`src/rtl/xgmii_tlp_tx_bridge.sv`:
```
// Pulls TLP beats from the XGMII-RX FIFO and re-frames them onto the PCIe core's 64-bit AXI4-Stream TX port.
// Gap entries are dropped, and truncated or oversize TLPs are closed with the source-discontinue flag.
module xgmii_tlp_tx_bridge #(
  parameter int MaxBeats = 130
) (
  input  logic        clk,
  input  logic        sys_rst_n,
  input  logic [71:0] dout,
  input  logic        empty,
  output logic        rd_en,
  output logic [63:0] s_axis_tx_tdata,
  output logic [7:0]  s_axis_tx_tkeep,
  output logic        s_axis_tx_tlast,
  output logic        s_axis_tx_tvalid,
  input  logic        s_axis_tx_tready,
  output logic [3:0]  s_axis_tx_tuser,
  output logic [15:0] tlp_count,
  output logic [7:0]  dsc_count,
  output logic        busy
);

  typedef enum logic [1:0] {IDLE, TLP, DISCARD} state_t;

  localparam logic [7:0] MAX_BEATS = 8'(MaxBeats);

  state_t     state;
  logic [7:0] beat_cnt;
  logic [7:0] next_cnt;
  logic       ent_valid;
  logic       ent_last;
  logic [7:0] ent_keep;
  logic       load_ok;
  logic       drop;
  logic       take;
  logic       dummy;

  // A beat flagged valid but with no DW enabled carries nothing, so it is handled as a gap.
  assign ent_valid = dout[64] & (dout[66] | dout[67]);
  assign ent_last  = dout[65];
  assign ent_keep  = {{4{dout[67]}}, {4{dout[66]}}};
  assign load_ok   = !s_axis_tx_tvalid | s_axis_tx_tready;

  assign drop  = !empty & (((state == IDLE) & !ent_valid) | (state == DISCARD));
  assign take  = !empty & load_ok & ent_valid & (state != DISCARD);
  // The gap that ends a truncated frame stays in the FIFO; it is consumed later in IDLE.
  assign dummy = !empty & load_ok & !ent_valid & (state == TLP);
  assign rd_en = sys_rst_n & (drop | take);

  assign next_cnt = (beat_cnt == 8'hFF) ? 8'hFF : beat_cnt + 8'd1;
  assign busy     = (state != IDLE) | s_axis_tx_tvalid;

  always_ff @(posedge clk or negedge sys_rst_n) begin
    if (!sys_rst_n) begin
      state            <= IDLE;
      beat_cnt         <= 8'd0;
      tlp_count        <= 16'd0;
      dsc_count        <= 8'd0;
      s_axis_tx_tdata  <= 64'd0;
      s_axis_tx_tkeep  <= 8'd0;
      s_axis_tx_tlast  <= 1'b0;
      s_axis_tx_tuser  <= 4'd0;
      s_axis_tx_tvalid <= 1'b0;
    end else begin
      if (take || dummy) begin
        s_axis_tx_tvalid <= 1'b1;
      end else if (s_axis_tx_tready) begin
        s_axis_tx_tvalid <= 1'b0;
      end

      if (take) begin
        s_axis_tx_tdata <= dout[63:0];
        s_axis_tx_tkeep <= ent_keep;
        s_axis_tx_tlast <= ent_last;
        s_axis_tx_tuser <= 4'd0;
        if (state == IDLE) begin
          beat_cnt <= 8'd1;
          if (ent_last) begin
            tlp_count <= tlp_count + 16'd1;
          end else begin
            state <= TLP;
          end
        end else begin
          beat_cnt <= next_cnt;
          if (ent_last) begin
            tlp_count <= tlp_count + 16'd1;
            state     <= IDLE;
          end else if (next_cnt == MAX_BEATS) begin
            // Oversize: this beat closes the packet as discontinued; the rest of the frame is discarded.
            s_axis_tx_tlast <= 1'b1;
            s_axis_tx_tuser <= 4'b1000;
            dsc_count       <= (dsc_count == 8'hFF) ? 8'hFF : dsc_count + 8'd1;
            state           <= DISCARD;
          end
        end
      end else if (dummy) begin
        s_axis_tx_tdata <= 64'd0;
        s_axis_tx_tkeep <= 8'h0F;
        s_axis_tx_tlast <= 1'b1;
        s_axis_tx_tuser <= 4'b1000;
        dsc_count       <= (dsc_count == 8'hFF) ? 8'hFF : dsc_count + 8'd1;
        state           <= IDLE;
      end else if (drop && (state == DISCARD) && (ent_last || !ent_valid)) begin
        state <= IDLE;
      end
    end
  end

endmodule

```
`config.mk`:
```
export PLATFORM = sky130hd
export DESIGN_NAME = xgmii_tlp_tx_bridge
export DESIGN_NICKNAME = d
export VERILOG_FILES = /design/src/rtl/xgmii_tlp_tx_bridge.sv
export SDC_FILE = /design/constraint.sdc
export NUM_CORES = 1
export LEC_CHECK = 0
export BUFFER_PORTS_ARGS = -buffer_cell sky130_fd_sc_hd__buf_2
export CORE_MARGIN = 2
export CORE_UTILIZATION = 35
export DETAILED_ROUTE_END_ITERATION = 12
export PLACE_DENSITY = 0.64
export REMOVE_ABC_BUFFERS = 1
export SLEW_MARGIN = 20
export SYNTH_ARGS = -nofsm -noshare
export SYNTH_HDL_FRONTEND = slang
export SYNTH_SLANG_ARGS = --single-unit
```
`constraint.sdc`:
```
create_clock -name clk -period 3.2 [get_ports clk]
set_input_delay 0 -clock clk [delete_from_list [all_inputs] [get_ports clk]]
set_output_delay 0 -clock clk [all_outputs]
set_load 0.01 [all_outputs]
```
### Word-level counts from Yosys, hierarchy flattened

Cells that the tools add are included.

| storage, ports and cells | value |
|---|---|
| memories kept | 0 |
| latch bits | 0 |
| bits in writable memories | 0 |
| memory bits (read-only) | 0 |
| flip-flop bits (word level) | 112 |

| operators by class | value |
|---|---|
| multiply operators | 0 |
| reduce and logical (&&, ||, !) cells | 15 |
| bitwise operators | 14 |
| add/sub/neg operators | 3 |
| eq/ne operators | 11 |
| div/mod/pow operators | 0 |
| magnitude comparators | 0 |
| muxes and demuxes | 31 |
| shifts and indexed selects | 0 |

Operator list:

| kind | number |
|---|---|
| 64-bit two-way mux | 2 |
| 8-bit two-way mux | 10 |
| 8-bit equality test, second input constant | 3 |
| 4-bit two-way mux | 5 |
| 16-bit by 1-bit adder with 16-bit output, second input constant | 1 |
| 8-bit by 1-bit adder with 8-bit output, second input constant | 2 |
| 2-bit two-way mux | 7 |
| 1-bit bitwise AND | 9 |
| 1-bit two-way mux | 7 |
| 2-bit != test, second input constant | 3 |
| 2-bit nonzero test | 3 |
| 1-bit OR | 5 |
| 4-bit by 2-bit != test with 1-bit output, second input constant | 1 |
| 4-bit AND reduction | 1 |
| 1-bit zero test | 3 |
| 3-bit != test, second input constant | 1 |
| 3-bit AND reduction | 1 |
| 3-bit nonzero test | 1 |
| 2-bit by 1-bit equality test with 1-bit output, second input constant | 1 |
| 2-bit equality test, second input constant | 1 |
| 1-bit logical AND | 2 |
| 2-bit zero test | 1 |
| 1-bit logical OR | 2 |
| 2-bit by 1-bit != test with 1-bit output, second input constant | 1 |
| 2-bit AND reduction | 1 |

### Logic depth before layout (Yosys ltp)

| depth | value |
|---|---|
| depth after elaboration | 11 |
| depth in mapped cells | 8 |
| depth with buffers taken out | 7 |

### Least setup slack after synthesis

Ideal clock, no wire load.

| timing path | value |
|---|---|
| path kind | register -> register |
| from | reg beat_cnt[0] |
| to | reg dsc_count[7] |
| clock period less this slack | 2745 ps |
| cell stages (with the launch flop) | 9 |
| path slack | 455 ps |
| arrival time | 2617 ps |
| buffers on the path | 1 |
| data required time | 3072 ps |
| cell sequence | dfrtp_1 ha_1 and4_4 mux2_4 o2bb2ai_2 or4b_1 buf_2 a2111oi_4 mux2_1 |

| between the ends | value |
|---|---|
| cells in the longest elaborated chain, start to end | 5 |

RTL lines:

| item | line | RTL |
|---|---|---|
| from (decl) | 27 | `logic [7:0] beat_cnt;` |
| from (signal assigned) | 83 | `beat_cnt <= next_cnt;` |
| 8-bit by 1-bit adder with 8-bit output / 8-bit equality test (equally long branches) | 49 | `assign next_cnt = (beat_cnt == 8'hFF) ? 8'hFF : beat_cnt + 8'd1;` |
| 8-bit two-way mux (*) | 49 |  |
| 8-bit equality test (*) | 87 | `end else if (next_cnt == MAX_BEATS) begin` |
| 2-bit by 1-bit != test with 1-bit output (no source line) (*) | -- |  |
| 4-bit AND reduction (no source line) (*) | -- |  |
| to (signal assigned) | 91 | `dsc_count <= (dsc_count == 8'hFF) ? 8'hFF : dsc_count + 8'd1;` |
| to (signal assigned) | 100 | `dsc_count <= (dsc_count == 8'hFF) ? 8'hFF : dsc_count + 8'd1;` |
| to (decl) | 18 | `output logic [7:0] dsc_count,` |

Mark *: on every way between the ends. The rest lies on a longest branch, timed or not.
A chain may end at the register's enable or synchronous reset.

### Final worst setup path

Same ends and word-level chain as after synthesis.

==> out/metrics.yaml <==
fin_area_mm2: 0.00637
drc: 0
grt.total_usage: 0.180
diodes: 0
pwr_density_cell_mw_per_mm2: 613
layout_commonest_cell: "buf_2"
cts_resized: 0
antenna_found_initial: 0
synthCells: 372
numPortBuffers: 172
core_mm2: 0.0125
status: "completed"
crit_chain: "ha_1 -> and4_4 -> mux2_4 -> o2bb2ai_2 -> or4b_1 -> a2111oi_4 -> mux2_1"
wl_per_cell_um: 15.5
seq_area_frac_synth: 0.582
fin_skew_ns: 0.00469
dieArea_mm2: 0.0136
numCtsBuffers: 9
cts_buffer_depth: 2
syn_area_per_cell_um2: 11.9
period_share: 0.948
async_reset_ff_frac: 1.00
die_w_um: 116
yosysWarnings: 0
fin_crit_ns: 3.03
initial_core_util: 0.355
final_cell_count_no_fill: 774
drtIter0Drc: 216
syn_area_mm2: 0.00443
finalMaxSlewViolations: 0
crit_family: "simple AND/OR/NAND/NOR gates"
ys_ff_latch: 103
rsz0062_at_grt: "false"
clk_transition_reported_paths_ns: 0.07
switching_share: 0.317
switching_power_mw: 1.24
p_seq_frac: 0.464
synth-simple-area-share: 0.107
yosys.area.top_type_share: 0.582
required_ns: 3.42
tns_ns: 0
cp.arrival_ns: 3.26
nNetsFinal: 677
path_max_fanout: 9
postLayoutCoreUtil: 0.511
worst_slack_ns: 0.165
muxShareOfSynthArea: 0.0212
r2r-end: "dsc_count[7]"
drt-total-wl_mm: 12.0
tightest_slew_ns: 0.868
clk_latency_ns: 0.34
combPwrFrac: 0.269
cts_tree: "built"
min_path_type: "input pin to flip-flop"
startpoint_type: "flip-flop"
path_buf_inv: 0
hold_violations: 0
grt_pass1_vias: 3842
htreeDepth: 3
setup_viol: 0
globalplace.congestion: 0.867
synth_top_cell_by_area: "dfrtp_1"
dpl_cell_area_mm2: 0.00541
slowest_delay_ns: 0.66
holdPathStages: 2
die_y_um: 116
num_vias: 3879
ir_worst_vdd_v: 0.000374
first_pass_iters: 4
dpl_worst_slack_ns: 0.201
maxCapViolations: 0
final_cell_mix: "buf_2 (171), dfrtp_1 (103), dlygate4sd3_1 (68)"
place_inst: 690
ys.flop_type: "dfrtp_1"
worstRegToRegCells: 7
p_int_mw: 2.67
overflow: 0
worst_path_max_delay_cell: "or4b_1"
dp_hpwl_mm: 7.55
final_layout_size_suffix_gt1_frac: 0.334
hold-path-endpoint: "state[0]"
total_power_mw: 3.91
power_frac_clock: 0.267
hold_ws_ns: 0.0324
fmax_ghz: 0.330
synthAdderAreaFrac: 0.0113
synth_top_family_by_area: "compound AO/OA/AOI/OAI gates"
worstHoldStart: "dout[65]"
grt_pass1_wl_mm: 19.2
slew_headroom: 0.421
avgViaCountPerCell: 5.01
crit_cells: 7
rows: 41
synth_compound_area_frac: 0.206
synth_cell_types: 53
clock_sinks: 103
cts_root_buffer: "clkbuf_16"
synth-edff-count: 0
io-pin-count: 180
n_fill_cell: 1103
leakagePower_nw: 3.17
worstSetupPathType: "flip-flop to flip-flop"
critPathCaptureType: "flip-flop"
r2r_setup_slack_ns: 0.17
r2r_start: "beat_cnt[0]"
ant_nets: 0
syn2layout_area_growth_pct: 44.0
grt_max_degree: 69
post_synth_main_area_contributors: "dfrtp_1 (58%), a22o_1 (13%), xnor2_1 (2.2%)"
synth_xor_area_frac: 0.0297
## metal layers
layer / vias to the layer above / track usage / routed length [um]
met4: 0 / 0.0548 / 173
met2: 157 / 0.283 / 5650
met5: - / 0 / 0
met1: 1885 / 0.241 / 5240
met3: 11 / 0.0566 / 926
li1: 1826 / - / -
## worst max-delay path by stage
stage | from | end
2_1_floorplan | state[1] | tlp_count[14]
3_3_place_gp | beat_cnt[0] | dsc_count[7]
3_5_place_dp | beat_cnt[0] | dsc_count[7]
4_1_cts | beat_cnt[0] | dsc_count[7]
5_1_grt | beat_cnt[0] | dsc_count[7]
6_report | beat_cnt[0] | dsc_count[7]
## sequential cells by signal, summed over array words and instances (netlist names)
register / flops
s_axis_tx_tlast: 1
s_axis_tx_tvalid: 1
dsc_count: 8
state: 2
s_axis_tx_tkeep: 2
s_axis_tx_tdata: 64
beat_cnt: 8
tlp_count: 16
s_axis_tx_tuser: 1
## synth_stat cells, drive strengths merged, types with 5 or more instances
| cell | instances |
|---|---|
| dfrtp | 103 |
| a22o | 65 |
| nand2 | 21 |
| clkbuf | 19 |
| nand3 | 17 |
| nor2 | 16 |
| buf | 15 |
| a21oi | 13 |
| xnor2 | 11 |
| mux2 | 8 |
| nand4 | 6 |
| o21ai | 6 |
| nand2b | 5 |
| or3 | 5 |
## area by class of cell
class	instances	area [um2]	share of cell area
Tap cell	172	215	0.0338
Timing Repair Buffer	246	1600	0.251
Clock buffer	12	256	0.0402
Sequential cell	103	2580	0.404
Multi-Input combinational cell	233	1680	0.263
Inverter	4	15.0	0.00236
Clock inverter	4	30.0	0.00471
## cell families after synthesis
logic type	after synthesis
adders and majority gates	4
and+or+nand+nor	91
buffers and inverters	38
AOI/OAI and AO/OA	112
other	1
muxes	8
xor gates and xnor gates	15
DFF	103
## power by group through the flow
stage          sequential (mW)  clock, mW  combinational (mW)
4_1_cts                   1.81       1.08                1.06
2_1_floorplan             1.92          0               0.390
5_1_grt                   1.85       1.13                1.16
3_3_place_gp              1.81          0               0.979
3_5_place_dp              1.81          0                1.00
6_report                  1.81       1.05                1.05
## timing repair
action | CTS | global route
hold buffers | 68 | 0
endpoints found under the hold margin | 133 | 0
setup buffers | 0 | 0
(Power assumes the default switching activity.)
